## config.mk

```make
export PLATFORM = sky130hd
export DESIGN_NAME = mem_lsu_flat
export DESIGN_NICKNAME = d
export VERILOG_FILES = /design/src/rtl/mem_lsu_pkg.sv /design/src/rtl/mem_lsu_if.sv /design/src/rtl/mem_lsu_lane_align.sv /design/src/rtl/mem_lsu.sv /design/src/flat_wrapper.sv
export SDC_FILE = /design/constraint.sdc
export NUM_CORES = 1
export LEC_CHECK = 0
export ABC_AREA = 0
export BUFFER_PORTS_ARGS = -buffer_cell sky130_fd_sc_hd__buf_2
export CAP_MARGIN = 10
export CORE_ASPECT_RATIO = 0.6
export CORE_MARGIN = 4
export CORE_UTILIZATION = 50
export DETAILED_ROUTE_END_ITERATION = 6
export HOLD_SLACK_MARGIN = 0.12
export PLACE_DENSITY_LB_ADDON = 0.1
export SYNTH_ARGS = -nofsm -noshare
export SYNTH_HDL_FRONTEND = slang
export SYNTH_SLANG_ARGS = --single-unit
```

## constraint.sdc

```tcl
create_clock -name clk -period 2.3 [get_ports clk]
set_clock_uncertainty 0.1 [all_clocks]
set_input_delay 0.23 -clock clk [delete_from_list [all_inputs] [get_ports clk]]
set_output_delay 0.23 -clock clk [all_outputs]
set_load 0.1 [all_outputs]
```

## src/rtl/mem_lsu_pkg.sv

```systemverilog
// mem_lsu_pkg: shared types and constants for the MEM-stage load/store unit.
//   size_e      - access size (byte/half/word; raw 2'b11 decodes to word)
//   lsu_state_e - FSM states (idle, read-modify-write)
//   lane widths and helpers for size decode and alignment checking.
package mem_lsu_pkg;

  localparam int BYTE_W    = 8;
  localparam int HALF_W    = 16;
  localparam int WORD_W    = 32;
  localparam int NUM_LANES = WORD_W / BYTE_W;

  typedef enum logic [1:0] {
    SZ_BYTE = 2'b00,
    SZ_HALF = 2'b01,
    SZ_WORD = 2'b10
  } size_e;

  typedef enum logic {
    S_IDLE = 1'b0,
    S_RMW  = 1'b1
  } lsu_state_e;

  // Raw size 2'b11 is reserved and behaves as a word.
  function automatic size_e decode_size(input logic [1:0] raw);
    case (raw)
      2'b00:   return SZ_BYTE;
      2'b01:   return SZ_HALF;
      default: return SZ_WORD;
    endcase
  endfunction

  function automatic logic is_misaligned(input size_e sz, input logic [1:0] lo);
    case (sz)
      SZ_HALF: return lo[0];
      SZ_WORD: return lo != 2'b00;
      default: return 1'b0;
    endcase
  endfunction

endpackage

```

## src/rtl/mem_lsu_if.sv

```systemverilog
// mem_lsu_if: pipeline request/response channel plus the word-only data
// memory port of the load/store unit.
//   slave  - the LSU side (takes requests, drives the memory port)
//   master - the pipeline + memory side (issues requests, returns dmem_rd)
interface mem_lsu_if #(
  parameter int ADDR_W = 32,
  parameter int DATA_W = 32
);
  logic              req_valid;
  logic              req_ready;
  logic              req_we;
  logic [1:0]        req_size;
  logic              req_signed;
  logic [ADDR_W-1:0] req_addr;
  logic [DATA_W-1:0] req_wdata;

  logic              resp_valid;
  logic [DATA_W-1:0] resp_rdata;
  logic              resp_misalign;

  logic              dmem_we;
  logic [ADDR_W-1:0] dmem_a;
  logic [DATA_W-1:0] dmem_wd;
  logic [DATA_W-1:0] dmem_rd;

  modport slave (
    input  req_valid, req_we, req_size, req_signed, req_addr, req_wdata, dmem_rd,
    output req_ready, resp_valid, resp_rdata, resp_misalign, dmem_we, dmem_a, dmem_wd
  );

  modport master (
    output req_valid, req_we, req_size, req_signed, req_addr, req_wdata, dmem_rd,
    input  req_ready, resp_valid, resp_rdata, resp_misalign, dmem_we, dmem_a, dmem_wd
  );
endinterface

```

## src/rtl/mem_lsu_lane_align.sv

```systemverilog
// lsu_lane_align: combinational byte-lane logic for the LSU.
//   size, addr_lo, sgn - access size, low address bits, sign-extend select
//   rd                 - word read from memory
//   wdata              - store data (low byte/half used for sub-word stores)
//   ld_data            - extracted and extended load result
//   st_merge           - rd with the addressed lane(s) replaced by wdata
// A half only looks at addr_lo[1] and a word ignores addr_lo entirely, so
// unchecked misaligned accesses silently round down.
module lsu_lane_align
  import mem_lsu_pkg::*;
(
  input  size_e             size,
  input  logic [1:0]        addr_lo,
  input  logic              sgn,
  input  logic [WORD_W-1:0] rd,
  input  logic [WORD_W-1:0] wdata,
  output logic [WORD_W-1:0] ld_data,
  output logic [WORD_W-1:0] st_merge
);

  logic [4:0]           sh;
  logic [WORD_W-1:0]    shifted;
  logic [WORD_W-1:0]    wrep;
  logic [NUM_LANES-1:0] be;

  always_comb begin
    sh   = '0;
    wrep = wdata;
    unique case (size)
      SZ_BYTE: begin
        sh   = {addr_lo, 3'b000};
        wrep = {NUM_LANES{wdata[BYTE_W-1:0]}};
      end
      SZ_HALF: begin
        sh   = {addr_lo[1], 4'b0000};
        wrep = {2{wdata[HALF_W-1:0]}};
      end
      default: ;
    endcase
    shifted = rd >> sh;
    unique case (size)
      SZ_BYTE: ld_data = {{(WORD_W-BYTE_W){sgn & shifted[BYTE_W-1]}}, shifted[BYTE_W-1:0]};
      SZ_HALF: ld_data = {{(WORD_W-HALF_W){sgn & shifted[HALF_W-1]}}, shifted[HALF_W-1:0]};
      default: ld_data = shifted;
    endcase
  end

  // Store data is replicated across lanes so each lane only needs its enable.
  for (genvar k = 0; k < NUM_LANES; k++) begin : g_lane
    localparam logic [1:0] LANE = 2'(k);
    assign be[k] = (size == SZ_WORD)
                 || (size == SZ_HALF && addr_lo[1] == LANE[1])
                 || (size == SZ_BYTE && addr_lo == LANE);
    assign st_merge[k*BYTE_W +: BYTE_W] = be[k] ? wrep[k*BYTE_W +: BYTE_W]
                                                : rd[k*BYTE_W +: BYTE_W];
  end

endmodule

```

## src/rtl/mem_lsu.sv

```systemverilog
// mem_lsu: MEM-stage load/store unit driving a word-only data memory
// (asynchronous read, write on rising clk).
//   clk, rst_n - clock, asynchronous active-low reset
//   bus        - mem_lsu_if.slave: req_* handshake in, resp_* out,
//                dmem_we/dmem_a/dmem_wd out, dmem_rd in
// Loads and word stores complete in one cycle. Byte/half stores read the
// word in IDLE, merge, and write it back from S_RMW while req_ready is low.
// Build option MEM_LSU_ALIGN_CHECK_EN: misaligned halves/words are accepted,
// touch no memory, and respond with resp_misalign=1 and zero data.
module mem_lsu
  import mem_lsu_pkg::*;
#(
  parameter int ADDR_W = 32,
  parameter int DATA_W = 32
) (
  input logic      clk,
  input logic      rst_n,
  mem_lsu_if.slave bus
);

  lsu_state_e        state_q, state_d;
  logic [ADDR_W-1:2] addr_q;
  logic [DATA_W-1:0] merged_q;
  logic              resp_valid_q, resp_d;
  logic [DATA_W-1:0] resp_rdata_q;
  logic              rmw_start;

  size_e             sz;
  logic              idle, accept, mis, sub_store;
  logic [DATA_W-1:0] ld_data, st_merge;

  assign sz        = decode_size(bus.req_size);
  assign idle      = (state_q == S_IDLE);
  assign accept    = bus.req_valid && idle;
  assign sub_store = bus.req_we && (sz != SZ_WORD);

`ifdef MEM_LSU_ALIGN_CHECK_EN
  assign mis = is_misaligned(sz, bus.req_addr[1:0]);
`else
  assign mis = 1'b0;
`endif

  lsu_lane_align u_align (
    .size     (sz),
    .addr_lo  (bus.req_addr[1:0]),
    .sgn      (bus.req_signed),
    .rd       (bus.dmem_rd),
    .wdata    (bus.req_wdata),
    .ld_data  (ld_data),
    .st_merge (st_merge)
  );

  always_comb begin
    state_d       = state_q;
    rmw_start     = 1'b0;
    resp_d        = 1'b0;
    bus.req_ready = 1'b1;
    bus.dmem_we   = 1'b0;
    bus.dmem_a    = {bus.req_addr[ADDR_W-1:2], 2'b00};
    bus.dmem_wd   = bus.req_wdata;
    unique case (state_q)
      S_IDLE: begin
        if (accept && !mis) begin
          if (bus.req_we && sz == SZ_WORD) begin
            bus.dmem_we = 1'b1;
          end else if (sub_store) begin
            rmw_start = 1'b1;
            state_d   = S_RMW;
          end
        end
        // Sub-word stores respond from S_RMW instead.
        resp_d = accept && !rmw_start;
      end
      S_RMW: begin
        bus.req_ready = 1'b0;
        bus.dmem_a    = {addr_q, 2'b00};
        bus.dmem_we   = 1'b1;
        bus.dmem_wd   = merged_q;
        resp_d        = 1'b1;
        state_d       = S_IDLE;
      end
      default: state_d = S_IDLE;
    endcase
  end

  always_ff @(posedge clk or negedge rst_n) begin
    if (!rst_n) begin
      state_q      <= S_IDLE;
      addr_q       <= '0;
      merged_q     <= '0;
      resp_valid_q <= 1'b0;
      resp_rdata_q <= '0;
    end else begin
      state_q      <= state_d;
      resp_valid_q <= resp_d;
      resp_rdata_q <= (accept && !bus.req_we && !mis) ? ld_data : '0;
      if (rmw_start) begin
        addr_q   <= bus.req_addr[ADDR_W-1:2];
        merged_q <= st_merge;
      end
    end
  end

`ifdef MEM_LSU_ALIGN_CHECK_EN
  logic resp_mis_q;
  always_ff @(posedge clk or negedge rst_n) begin
    if (!rst_n) resp_mis_q <= 1'b0;
    else        resp_mis_q <= accept && mis;
  end
  assign bus.resp_misalign = resp_mis_q;
`else
  assign bus.resp_misalign = 1'b0;
`endif

  assign bus.resp_valid = resp_valid_q;
  assign bus.resp_rdata = resp_rdata_q;

endmodule

```

## src/flat_wrapper.sv

```systemverilog
// flat-port wrapper written by rule: the top's interface ports become plain ports
module mem_lsu_flat import mem_lsu_pkg::*;
#(
  parameter int ADDR_W = 32,
  parameter int DATA_W = 32
)
  (clk, rst_n, bus_req_valid, bus_req_we, bus_req_size, bus_req_signed, bus_req_addr, bus_req_wdata, bus_dmem_rd, bus_req_ready, bus_resp_valid, bus_resp_rdata, bus_resp_misalign, bus_dmem_we, bus_dmem_a, bus_dmem_wd);
  mem_lsu_if #(.ADDR_W(ADDR_W), .DATA_W(DATA_W)) bus_i ();
  input logic clk;
  input logic rst_n;
  input wire logic [$bits(bus_i.req_valid)-1:0] bus_req_valid;
  input wire logic [$bits(bus_i.req_we)-1:0] bus_req_we;
  input wire logic [$bits(bus_i.req_size)-1:0] bus_req_size;
  input wire logic [$bits(bus_i.req_signed)-1:0] bus_req_signed;
  input wire logic [$bits(bus_i.req_addr)-1:0] bus_req_addr;
  input wire logic [$bits(bus_i.req_wdata)-1:0] bus_req_wdata;
  input wire logic [$bits(bus_i.dmem_rd)-1:0] bus_dmem_rd;
  output wire logic [$bits(bus_i.req_ready)-1:0] bus_req_ready;
  output wire logic [$bits(bus_i.resp_valid)-1:0] bus_resp_valid;
  output wire logic [$bits(bus_i.resp_rdata)-1:0] bus_resp_rdata;
  output wire logic [$bits(bus_i.resp_misalign)-1:0] bus_resp_misalign;
  output wire logic [$bits(bus_i.dmem_we)-1:0] bus_dmem_we;
  output wire logic [$bits(bus_i.dmem_a)-1:0] bus_dmem_a;
  output wire logic [$bits(bus_i.dmem_wd)-1:0] bus_dmem_wd;
  assign bus_i.req_valid = bus_req_valid;
  assign bus_i.req_we = bus_req_we;
  assign bus_i.req_size = bus_req_size;
  assign bus_i.req_signed = bus_req_signed;
  assign bus_i.req_addr = bus_req_addr;
  assign bus_i.req_wdata = bus_req_wdata;
  assign bus_i.dmem_rd = bus_dmem_rd;
  assign bus_req_ready = bus_i.req_ready;
  assign bus_resp_valid = bus_i.resp_valid;
  assign bus_resp_rdata = bus_i.resp_rdata;
  assign bus_resp_misalign = bus_i.resp_misalign;
  assign bus_dmem_we = bus_i.dmem_we;
  assign bus_dmem_a = bus_i.dmem_a;
  assign bus_dmem_wd = bus_i.dmem_wd;
  mem_lsu #(.ADDR_W(ADDR_W), .DATA_W(DATA_W)) u_core (.clk(clk), .rst_n(rst_n), .bus(bus_i));
endmodule
```

; ---- Yosys cells after proc, flatten, opt, wreduce, memory -nomap -nowiden
; Index checks and enable logic that the tools add are counted.
[classes]
n_eq_ne = 7
shifts = 1
muxes = 22
bitwise = 4
n_reduce_logical = 22
[ops]
columns = cell, n
row1 = $pmux 32 s2, 2
row2 = $mux 32, 3
row3 = $mux 8, 4
row4 = $shr 32x5->32, 1
row5 = $logic_and 1x1->1, 11
row6 = $pmux 5 s2, 1
row7 = $mux 1, 8
row8 = $eq 2x1->1 const B, 3
row9 = $eq 2x2->1 const B, 3
row10 = $logic_not 2->1, 3
row11 = $logic_or 1x1->1, 6
row12 = $pmux 1 s2, 3
row13 = $pmux 2 s2, 1
row14 = $and 1x1->1, 2
row15 = $logic_not 1->1, 2
row16 = $ne 2x2->1 const B, 1
row17 = $not 1->1, 2
[totals]
regBits = 96
in_bits = 103
out_inout_bits = 100
wordCells = 61

; ---- Depth between registers and ports, before layout
; Gate-level depths: netlist of run 1.
[depth]
word_depth = 11
mapped_depth = 7
ltp_nobuf = 5

; ---- Modules after synthesis
; From an unflattened synthesis of run 1, not the netlist that was laid out.
[hier_totals]
hier_cells = 475
hier_area_um2 = 5910.7
[by_module_without_submodules]
columns = mod, instances, cells_each, area_per_inst_um2, seq_area_each_um2
row1 = mem_lsu, 1, 282, 4431.8, 2402.3
row2 = lsu_lane_align, 1, 193, 1478.9, 0.0

; ---- Least setup slack after synthesis of run 1
; No wires, ideal clock.
[synth_path]
kind = flip-flop to output port
start = reg u_core.state_q
end = out bus_dmem_we
arrival_time_ps = 2185
required_ps = 1970
slack_ps = -215
path_stages_with_launch = 5
n_path_buf = 2
path_cell_list = dfrtp_1 buf_6 clkbuf_1 inv_1 nand2_1
[synth_between]
elab_chain_len = 4
[synth_lines]
columns = item, line_no
row1 = "start, declared", mem_lsu.sv:21  ; lsu_state_e state_q, state_d;
row2 = "start signal, assigned", mem_lsu.sv:94  ; state_q <= state_d;
row3 = $not 1->1, "mem_lsu.sv:33, mem_lsu.sv:61"
row4 = $logic_and 1x1->1, mem_lsu.sv:34  ; assign accept = bus.req_valid && idle;
row5 = $mux 1, mem_lsu.sv:63  ; if (accept && !mis) begin
row6 = $pmux 1 s2 (*), mem_lsu.sv:61  ; unique case (state_q)
row7 = "end, declared", flat_wrapper.sv:22  ; output wire logic [$bits(bus_i.dmem_we)-1:0] bus_dmem_we;
; Every way passes the cells marked *; elsewhere a longest branch is shown, timed or not.

; ---- Final worst setup path of run 1
[layout_path]
start = reg u_core.state_q
end = out bus_dmem_a[10]
[layout_between]
elab_chain_len = 1
[layout_lines]
columns = item, line_no
row1 = $mux 32, mem_lsu.sv:61
row2 = "end, declared", flat_wrapper.sv:23  ; output wire logic [$bits(bus_i.dmem_a)-1:0] bus_dmem_a;
; No other way between the ends.

==> results of run 1 <==
-- tightest hold or removal path: cells and delay by family --
| kind | cells | cell delay (ps) |
|---|---|---|
| AOI/OAI and AO/OA | 1 | 100 |
| buffers and inverters | 1 | 110 |
| muxes | 1 | 80 |
-- cells by family after synthesis --
logic type | share of synthesized area
AO/OA/AOI/OAI | 0.0746
buffers and inverters | 0.0450
flip-flops | 0.454
multiplexers | 0.274
other | 0.000709
AND/OR/NAND/NOR | 0.152
-- state kept, by name, indices dropped and copies added (netlist names) --
name	count
u_core.state_q	1
u_core.addr_q	30
u_core.merged_q	32
u_core.bus.resp_valid	1
u_core.bus.resp_rdata	32
-- through the flow --
stage	total power (W)	hold WS, ps	instance area (um2)	util
6_report	0.00561	129	7760	0.769
5_1_grt	0.00584	145	7760	0.769
4_1_cts	0.00564	120	7760	0.769
3_5_place_dp	0.00406	187	6940	0.687
3_3_place_gp	0.00402	185	6940	0.687
2_1_floorplan	0.00347	-166	5300	-
-- cells in the mapped netlist, drive strengths merged --
library cell	count
a211o	1
a21oi	3
a22oi	1
a31oi	8
and2	1
and3	1
and3b	1
and4b	1
buf	22
clkbuf	17
clkinv	1
conb	1
dfrtp	96
inv	5
mux2	78
mux2i	41
mux4	7
nand2	157
nand2b	3
nand3	3
nand3b	1
nor2	11
nor2b	8
nor3	1
nor3b	1
o2111ai	2
o21ai	43
o21bai	1
o22ai	1
o31a	1
or2	2
or3b	1
-- timing repair --
| action | CTS | global route |
|---|---|---|
| hold endpoints to repair | 99 | 0 |
| setup buffers | 0 | 0 |
| hold buffers | 53 | 0 |
-- cell usage in the layout, fill, tap and decap left out, types with 3 or more instances in the layout --
| cell type | count |
|---|---|
| clkinvlp_4 | 3 |
| nor2b_1 | 8 |
| dfrtp_1 | 95 |
| conb_1 | 3 |
| buf_2 | 161 |
| dlygate4sd3_1 | 53 |
| mux2_2 | 78 |
| buf_12 | 38 |
| o21ai_1 | 4 |
| clkbuf_16 | 9 |
| o21ai_2 | 8 |
| mux4_2 | 7 |
| mux2i_1 | 41 |
| nor2_1 | 10 |
| a31oi_1 | 8 |
| buf_4 | 14 |
| o21ai_0 | 31 |
| inv_1 | 5 |
| nand2_1 | 156 |
-- worst max-delay path by stage --
| stage | to | depth (start not counted) | slack [ps] | start |
|---|---|---|---|---|
| final | bus_dmem_a[10] | 3 | 90 | u_core.state_q |
| after global routing | bus_dmem_a[15] | 3 | 20 | u_core.state_q |
| after CTS | bus_dmem_a[10] | 3 | 90 | u_core.state_q |
| after detailed placement | u_core.merged_q[12] | 7 | 400 | bus_req_size[1] |
| after global placement | u_core.merged_q[13] | 7 | 450 | bus_req_size[1] |
| after floorplan | bus_dmem_we | 4 | 20 | u_core.state_q |
-- per-layer routing --
layer | vias up | global-route usage | wire, um
li1 | 2256 | - | -
met1 | 2341 | 0.363 | 7080
met2 | 231 | 0.444 | 7790
met3 | 20 | 0.0807 | 1520
met4 | 0 | 0.0563 | 224
met5 | - | 0 | 0
-- final cells by class --
class                           instances  area (um2)  share of cell area
Multi-Input combinational cell        382        2670               0.344
Sequential cell                        96        2400               0.310
Timing Repair Buffer                  266        2200               0.284
Clock buffer                           10         239              0.0308
Tap cell                              135         169              0.0218
Clock inverter                          5        57.6             0.00741
Inverter                                6        22.5             0.00290
-- report_power, final --
group	leakage, nW	switching (W)	internal, W
sequential	1.24	0.000121	0.00192
combinational	2.57	0.00142	0.000654
clock	0.137	0.000637	0.000864
total	3.95	0.00218	0.00344
==> results.tsv, run 1 <==
stage	metric	value	unit
critical_path	buffers and inverters on the worst path	2	
detailed_routing	Routed WL per cell	18.5	um
critical_path	CP max FO	26	
sta	achievable clock frequency	0.451	GHz
logic_synthesis	Area contributors post-synth	dfrtp_1, mux2_2, nand2_1	
detailed_routing	via-per-instance ratio	5.39	
logic_synthesis	flops & latches, synth	96	
detailed_routing	Initial DRT Pass Iterations	5	
die	Die W	141	um
die	initial core utilization	0.524	
final_layout	Layout area overhead	46.8	%
min_path	worst hold start	bus_dmem_rd[9]	
placed_design	post-placement setup slack	397	ps
min_path	Hold Path Depth	3	
sta	Final Cycle Share	0.963	
logic_synthesis	Synth area leader	dfrtp_1	
global_routing	first-pass GRT wire length	25900	um
logic_synthesis	synthesized area per cell	10.1	um2
final_layout	fill count	685	
sta	worst slew pin tran	875	ps
cts	Longest Clk Path Bufs	2	
global_routing	GRT overflow	0	
critical_path	CP delay by family, top	buffers and inverters	
detailed_routing	starting DRC count in detailed routing	285	
power_and_ir_drop	Pleak	3.95	nW
die	FP Rows	28	
cts	clock sinks	96	
detailed_routing	Routed Antenna Nets	0	
logic_synthesis	synth warn	0	
logic_synthesis	sequential share of the synthesized area	0.454	
power_and_ir_drop	P per Cell Area	723	mW/mm2
critical_path	FF-to-FF End	u_core.bus.resp_rdata[11]	
sta	Final min period	2210	ps
detailed_routing	via count	4848	
sta	endpoints failing setup	0	
cts	CTS tree	done	
cts	CTS buffer count	9	
logic_synthesis	Mapped Cells	521	
critical_path	RR Startpoint	u_core.state_q	
final_layout	n_diodes	0	
detailed_routing	# DRC	0	
critical_path	Startpoint Class	flip-flop	
power_and_ir_drop	Max VDD drop	0.539	mV
final_layout	fin cells	900	
placed_design	post-placement cell count	832	
cts	clk_lat worst skew	340	ps
critical_path	worst path required time	1970	ps
sta	Final WS setup	85.1	ps
cts	clk slew on worst S/H paths	70	ps
die	IO Pins	203	
placed_design	port bufs	199	
cts	Root Driver	clkbuf_16	
sta	setup TNS	0	ps
die	die area	0.0123	mm2
critical_path	Worst EP arrival	1880	ps
final_layout	Final #Nets	864	
sta	Slew Limit Fails	0	
placed_design	DP HPWL	12400	um
critical_path	Cell Chain, Critical Path	buf_4 -> mux2_2 -> buf_2	
min_path	HP Class	input pin to flip-flop	
sta	Relative slew margins	0.416	
sta	RSZ-0062 raised after global routing	no	
global_routing	gr usage total	0.271	
critical_path	flop2flop setup slack	390	ps
global_routing	largest net degree at the start of global routing	49	
die	core area	0.0101	mm2
logic_synthesis	Mapped Area	0.00529	mm2
critical_path	Max stage delay on crit path	480	ps
logic_synthesis	Yosys top cell area share	0.454	
outcome	outcome	complete, no violations	
placed_design	placer congestion estimate	0.912	
global_routing	vias in the first global route	4871	
critical_path	Worst setup EP type	primary output	
cts	Post-CTS Resized	0	
sta	final hold vios	0	
min_path	Hold EP	u_core.bus.resp_rdata[9]	
flow_run	max cap viols	0	
critical_path	slowest library cell on the worst path	dfrtp_2	
critical_path	worst setup path category	flip-flop to primary output	
final_layout	layout cells sized above 1	0.431	
logic_synthesis	Synth cell types	42	
critical_path	r2r worst-path depth	3	
die	die height	87.6	um
detailed_routing	WL final	16600	um
cts	H-Tree Depth	3	
global_routing	initial antenna violation count	0	
Power figures use the tool's default switching activity.
==> run 2, diff against run 1 <==
--- a/config.mk
+++ b/config.mk
@@ -12,8 +12,10 @@
 export CORE_MARGIN = 4
 export CORE_UTILIZATION = 50
 export DETAILED_ROUTE_END_ITERATION = 6
+export GPL_TIMING_DRIVEN = 0
 export HOLD_SLACK_MARGIN = 0.12
 export PLACE_DENSITY_LB_ADDON = 0.1
+export REMOVE_ABC_BUFFERS = 1
 export SYNTH_ARGS = -nofsm -noshare
 export SYNTH_HDL_FRONTEND = slang
 export SYNTH_SLANG_ARGS = --single-unit
==> results.tsv, run 2 (synthesis gave the netlist of run 1 again) <==
stage	metric	value	unit
sta	worst slew pin tran	979	ps
die	core area	0.0101	mm2
global_routing	gr usage total	0.269	
global_routing	largest net degree at the start of global routing	59	
power_and_ir_drop	Pleak	3.83	nW
cts	clk_lat worst skew	340	ps
die	FP Rows	28	
critical_path	worst path required time	1970	ps
critical_path	Worst EP arrival	1810	ps
die	die area	0.0123	mm2
global_routing	first-pass GRT wire length	25700	um
die	initial core utilization	0.524	
power_and_ir_drop	Max VDD drop	0.448	mV
cts	Longest Clk Path Bufs	2	
flow_run	max cap viols	0	
min_path	Hold EP	u_core.merged_q[8]	
sta	setup TNS	0	ps
final_layout	fin cells	906	
die	Die W	141	um
detailed_routing	Initial DRT Pass Iterations	4	
detailed_routing	# DRC	0	
detailed_routing	Routed Antenna Nets	0	
cts	clock sinks	96	
detailed_routing	Routed WL per cell	18.5	um
detailed_routing	WL final	16800	um
global_routing	GRT overflow	0	
sta	final hold vios	0	
min_path	Hold Path Depth	3	
cts	Root Driver	clkbuf_16	
outcome	outcome	complete, no violations	
sta	Final min period	2140	ps
min_path	worst hold start	bus_dmem_rd[8]	
cts	CTS tree	done	
critical_path	Worst setup EP type	primary output	
final_layout	n_diodes	0	
global_routing	GRT met3 Usage	0.0807	
critical_path	RR Startpoint	u_core.state_q	
critical_path	Startpoint Class	flip-flop	
cts	H-Tree Depth	3	
power_and_ir_drop	P per Cell Area	779	mW/mm2
critical_path	worst setup path category	flip-flop to primary output	
sta	Relative slew margins	0.347	
detailed_routing	via count	4784	
cts	clk slew on worst S/H paths	70	ps
critical_path	CP max FO	10	
placed_design	port bufs	199	
placed_design	Post-DP Area	0.00632	mm2
sta	achievable clock frequency	0.467	GHz
critical_path	r2r worst-path depth	7	
sta	RSZ-0062 raised after global routing	no	
final_layout	Layout area overhead	40.2	%
die	die height	87.6	um
global_routing	routing usage on met2	0.448	
cts	CTS buffer count	9	
final_layout	final core occ	0.735	
critical_path	FF-to-FF End	u_core.addr_q[14]	
global_routing	vias in the first global route	4876	
detailed_routing	starting DRC count in detailed routing	261	
final_layout	fill count	732	
placed_design	placer congestion estimate	0.797	
sta	Min Hold Slack	124	ps
global_routing	most used routing layer	met2	
critical_path	flop2flop setup slack	160	ps
final_layout	layout cells sized above 1	0.436	
final_layout	Final #Nets	869	
sta	Final Cycle Share	0.932	
placed_design	DP HPWL	10700	um
min_path	HP Class	input pin to flip-flop	
global_routing	initial antenna violation count	0	
sta	Slew Limit Fails	0	
placed_design	post-placement cell count	821	
sta	endpoints failing setup	0	
global_routing	met1 Use GR	0.354	
final_layout	cell area after layout	0.00741	mm2
die	IO Pins	203	
final_layout	commonest non-fill, non-tap cell in the layout	buf_2	
final_layout	most frequent cells in the layout	buf_2, nand2_1, dfrtp_1	
detailed_routing	via-per-instance ratio	5.28	
## run 2: cell count changes in the layout (fill, tap and decap cells not counted), moves of 3 or more
| cell | before | now |
|---|---|---|
| dlygate4sd3_1 | 53 | 57 |
| buf_2 | 161 | 198 |
| bufinv_16 | 1 | 4 |
| buf_4 | 14 | 8 |
| buf_12 | 38 | 3 |
## run 2: report_power, final
part | leakage, nW | internal (W) | switching [W]
clock network | 0.180 | 0.00118 | 0.000672
logic | 2.41 | 0.000497 | 0.00139
registers | 1.24 | 0.00192 | 0.000123
## run 2: how the worst max path moves through the flow
stage	start	depth (start not counted)	endpoint
floorplan	u_core.state_q	5	u_core.addr_q[10]
finish	u_core.state_q	3	bus_dmem_a[10]
global placement	u_core.state_q	5	u_core.addr_q[11]
detailed placement	u_core.state_q	6	u_core.addr_q[30]
global route	u_core.state_q	7	u_core.addr_q[14]
CTS	bus_req_size[1]	4	u_core.bus.resp_rdata[3]
## run 2: metrics by stage
step	setup slack [ps]	total power, W
final	157	0.00577
after floorplan	-2340	0.00343
after CTS	0.0624	0.00578
after global placement	-4520	0.00379
after detailed placement	-736	0.00384
after global routing	68.6	0.00599
## run 2: layer usage
metal | part of all wire | wire length [um] | vias up
met4 | 0.011 | 184 | 0
li1 | - | - | 2263
met5 | 0 | 0 | -
met1 | 0.42 | 7090 | 2301
met2 | 0.47 | 7910 | 198
met3 | 0.094 | 1580 | 22
## run 2: critical path: stages, from the launching register on
cell and delay, ps:
dfrtp_4 560, buf_4 230, mux2_2 250, buf_2 420
## run 2: final cells by class
class	instances	area, um2	share of cell area
timing repair inverter	1	7.51	0.00101
tap	135	169	0.0228
clock inverter	7	143	0.0192
multi-input combinational	383	2690	0.363
inverter	6	26.3	0.00354
clock buffer	9	225	0.0304
sequential	96	2410	0.325
timing repair buffer	269	1750	0.236
## run 2: what timing repair did
action	CTS	global route
resized for setup	4	2
cloned	1	1
setup endpoints to repair	138	84
hold endpoints to repair	106	0
hold buffers	57	0
pin swaps	0	2
setup buffers	4	6
==> run 3, diff against run 2 <==
--- a/config.mk
+++ b/config.mk
@@ -9,7 +9,7 @@
 export BUFFER_PORTS_ARGS = -buffer_cell sky130_fd_sc_hd__buf_2
 export CAP_MARGIN = 10
 export CORE_ASPECT_RATIO = 0.6
-export CORE_MARGIN = 4
+export CORE_MARGIN = 2
 export CORE_UTILIZATION = 50
 export DETAILED_ROUTE_END_ITERATION = 6
 export GPL_TIMING_DRIVEN = 0
==> results.tsv, run 3 (synthesis gave the netlist of run 1 again) <==
stage	metric	value	unit
detailed_routing	via count	4801	
global_routing	largest net degree at the start of global routing	59	
power_and_ir_drop	Clock power frac	0.297	
power_and_ir_drop	combinational fraction of design power	0.339	
sta	Min Hold Slack	139	ps
min_path	HP Class	input pin to flip-flop	
sta	Relative slew margins	0.325	
critical_path	Max stage delay on crit path	670	ps
power_and_ir_drop	Psw	0.00217	W
detailed_routing	DR WL met3	1350	um
sta	Slew Limit Fails	0	
critical_path	worst setup path category	flip-flop to primary output	
placed_design	placer congestion estimate	0.827	
detailed_routing	Routed Antenna Nets	0	
global_routing	initial antenna violation count	0	
power_and_ir_drop	P per Cell Area	748	mW/mm2
critical_path	CP delay by family, top	flip-flops	
global_routing	first-pass GRT wire length	24700	um
detailed_routing	Initial DRT Pass Iterations	4	
final_layout	n_diodes	0	
power_and_ir_drop	sw frac	0.388	
final_layout	most frequent cells in the layout	buf_2, nand2_1, dfrtp_1	
sta	final hold vios	0	
critical_path	Cell Chain, Critical Path	buf_12 -> mux2_2 -> buf_2	
die	die area	0.0114	mm2
cts	CTS tree	done	
cts	clk slew on worst S/H paths	70	ps
cts	Root Driver	clkbuf_16	
cts	CTS buffer count	9	
detailed_routing	starting DRC count in detailed routing	245	
die	die height	83.6	um
critical_path	worst path required time	1970	ps
placed_design	DP HPWL	10300	um
sta	Final Cycle Share	0.985	
final_layout	commonest non-fill, non-tap cell in the layout	buf_2	
die	initial core utilization	0.508	
die	IO Pins	203	
critical_path	Startpoint Class	flip-flop	
final_layout	Final #Nets	870	
sta	worst slew pin tran	1010	ps
final_layout	Layout area overhead	41.4	%
flow_run	max cap viols	0	
detailed_routing	uppermost layer routed	met4	
die	FP Rows	29	
sta	achievable clock frequency	0.442	GHz
cts	Longest Clk Path Bufs	2	
final_layout	layout cells sized above 1	0.435	
global_routing	gr usage total	0.284	
critical_path	Worst EP arrival	1930	ps
power_and_ir_drop	Pleak	3.83	nW
critical_path	Worst setup EP type	primary output	
detailed_routing	WL final	16200	um
detailed_routing	metal2 WL	7780	um
sta	setup TNS	0	ps
detailed_routing	# DRC	0	
global_routing	vias in the first global route	4808	
die	core area	0.0104	mm2
critical_path	CP max FO	27	
placed_design	port bufs	199	
power_and_ir_drop	internal power	0.00342	W
cts	clk_lat worst skew	340	ps
cts	clock sinks	96	
detailed_routing	Routed WL per cell	17.8	um
power_and_ir_drop	sequential power share	0.364	
sta	Final min period	2260	ps
die	Die W	137	um
detailed_routing	met1 WL	6910	um
cts	H-Tree Depth	3	
detailed_routing	via-per-instance ratio	5.27	
global_routing	GRT overflow	0	
outcome	outcome	complete, no violations	
sta	endpoints failing setup	0	
critical_path	buffers and inverters on the worst path	2	
critical_path	slowest library cell on the worst path	dfrtp_4	
power_and_ir_drop	Max VDD drop	0.527	mV
==> run 3: cell count changes in the layout (fill, tap and decap cells not counted), moves of 2 or more <==
| cell | before | now |
|---|---|---|
| bufinv_16 | 4 | 2 |
| clkbuf_4 | 0 | 9 |
| dlygate4sd3_1 | 57 | 60 |
| buf_4 | 8 | 16 |
| buf_2 | 198 | 177 |
==> run 3: path summary, 6_finish.rpt <==
| kind | cells past startpoint | startpoint | slack [ps] | to |
|---|---|---|---|---|
| min | 3 | bus_dmem_rd[3] | 140 | u_core.merged_q[3] |
| min reg2reg | 2 | u_core.addr_q[14] | 370 | u_core.addr_q[14] |
| min in group asynchronous | 2 | rst_n | 330 | u_core.merged_q[5] |
| max in group asynchronous | 3 | rst_n | 1070 | u_core.state_q |
| max | 3 | u_core.state_q | 40 | bus_dmem_a[24] |
| max reg2reg | 3 | u_core.state_q | 90 | u_core.bus.resp_rdata[15] |
==> run 3: power groups by stage <==
stage / clock network (W) / logic, W / registers [W]
2_1_floorplan: 0 / 0.00119 / 0.00224
3_3_place_gp: 0 / 0.00172 / 0.00206
3_5_place_dp: 0 / 0.00177 / 0.00207
4_1_cts: 0.00168 / 0.00186 / 0.00203
5_1_grt: 0.00176 / 0.00201 / 0.00206
6_report: 0.00166 / 0.00190 / 0.00204
==> run 3: metrics by stage <==
| step | cell area [um2] | power [W] | cells | setup slack [ps] | utilization |
|---|---|---|---|---|---|
| 2_1_floorplan | 5080 | 0.00343 | 484 | -2340 | - |
| 3_3_place_gp | 6250 | 0.00378 | 822 | -4570 | 0.600 |
| 3_5_place_dp | 6350 | 0.00383 | 826 | -617 | 0.610 |
| 4_1_cts | 7330 | 0.00558 | 905 | 14.4 | 0.704 |
| 5_1_grt | 7480 | 0.00582 | 911 | -29.7 | 0.718 |
| 6_report | 7480 | 0.00560 | 911 | 35.0 | 0.718 |
==> run 3: metal layers <==
metal  global-route usage  vias up
met5                    0        -
met4               0.0672        0
met3               0.0619       15
met2                0.453      197
met1                0.396     2320
li1                     -     2269
==> run 3: cell type report <==
| class | count | area [um2] |
|---|---|---|
| Sequential cell | 96 | 2410 |
| Multi-Input combinational cell | 383 | 2700 |
| Clock inverter | 6 | 90.1 |
| Timing Repair Buffer | 270 | 1840 |
| Fill cell | 766 | 2940 |
| Inverter | 6 | 26.3 |
| Clock buffer | 10 | 239 |
| Tap cell | 139 | 174 |
| Timing Repair inverter | 1 | 7.51 |
==> run 3: what timing repair did <==
item,4_1_cts,5_1_grt
buffers inserted,2,4
gates resized for setup,5,38
setup endpoints to repair,150,106
pin swaps,0,2
hold endpoints to repair,111,0
hold buffers,60,0
cloned,1,1
==> run 3: worst reg2reg max path, stage by stage (launching register included) <==
cell	delay, ps
dfrtp_4	640
or3b_2	710
or2_2	500
o21ai_2	190
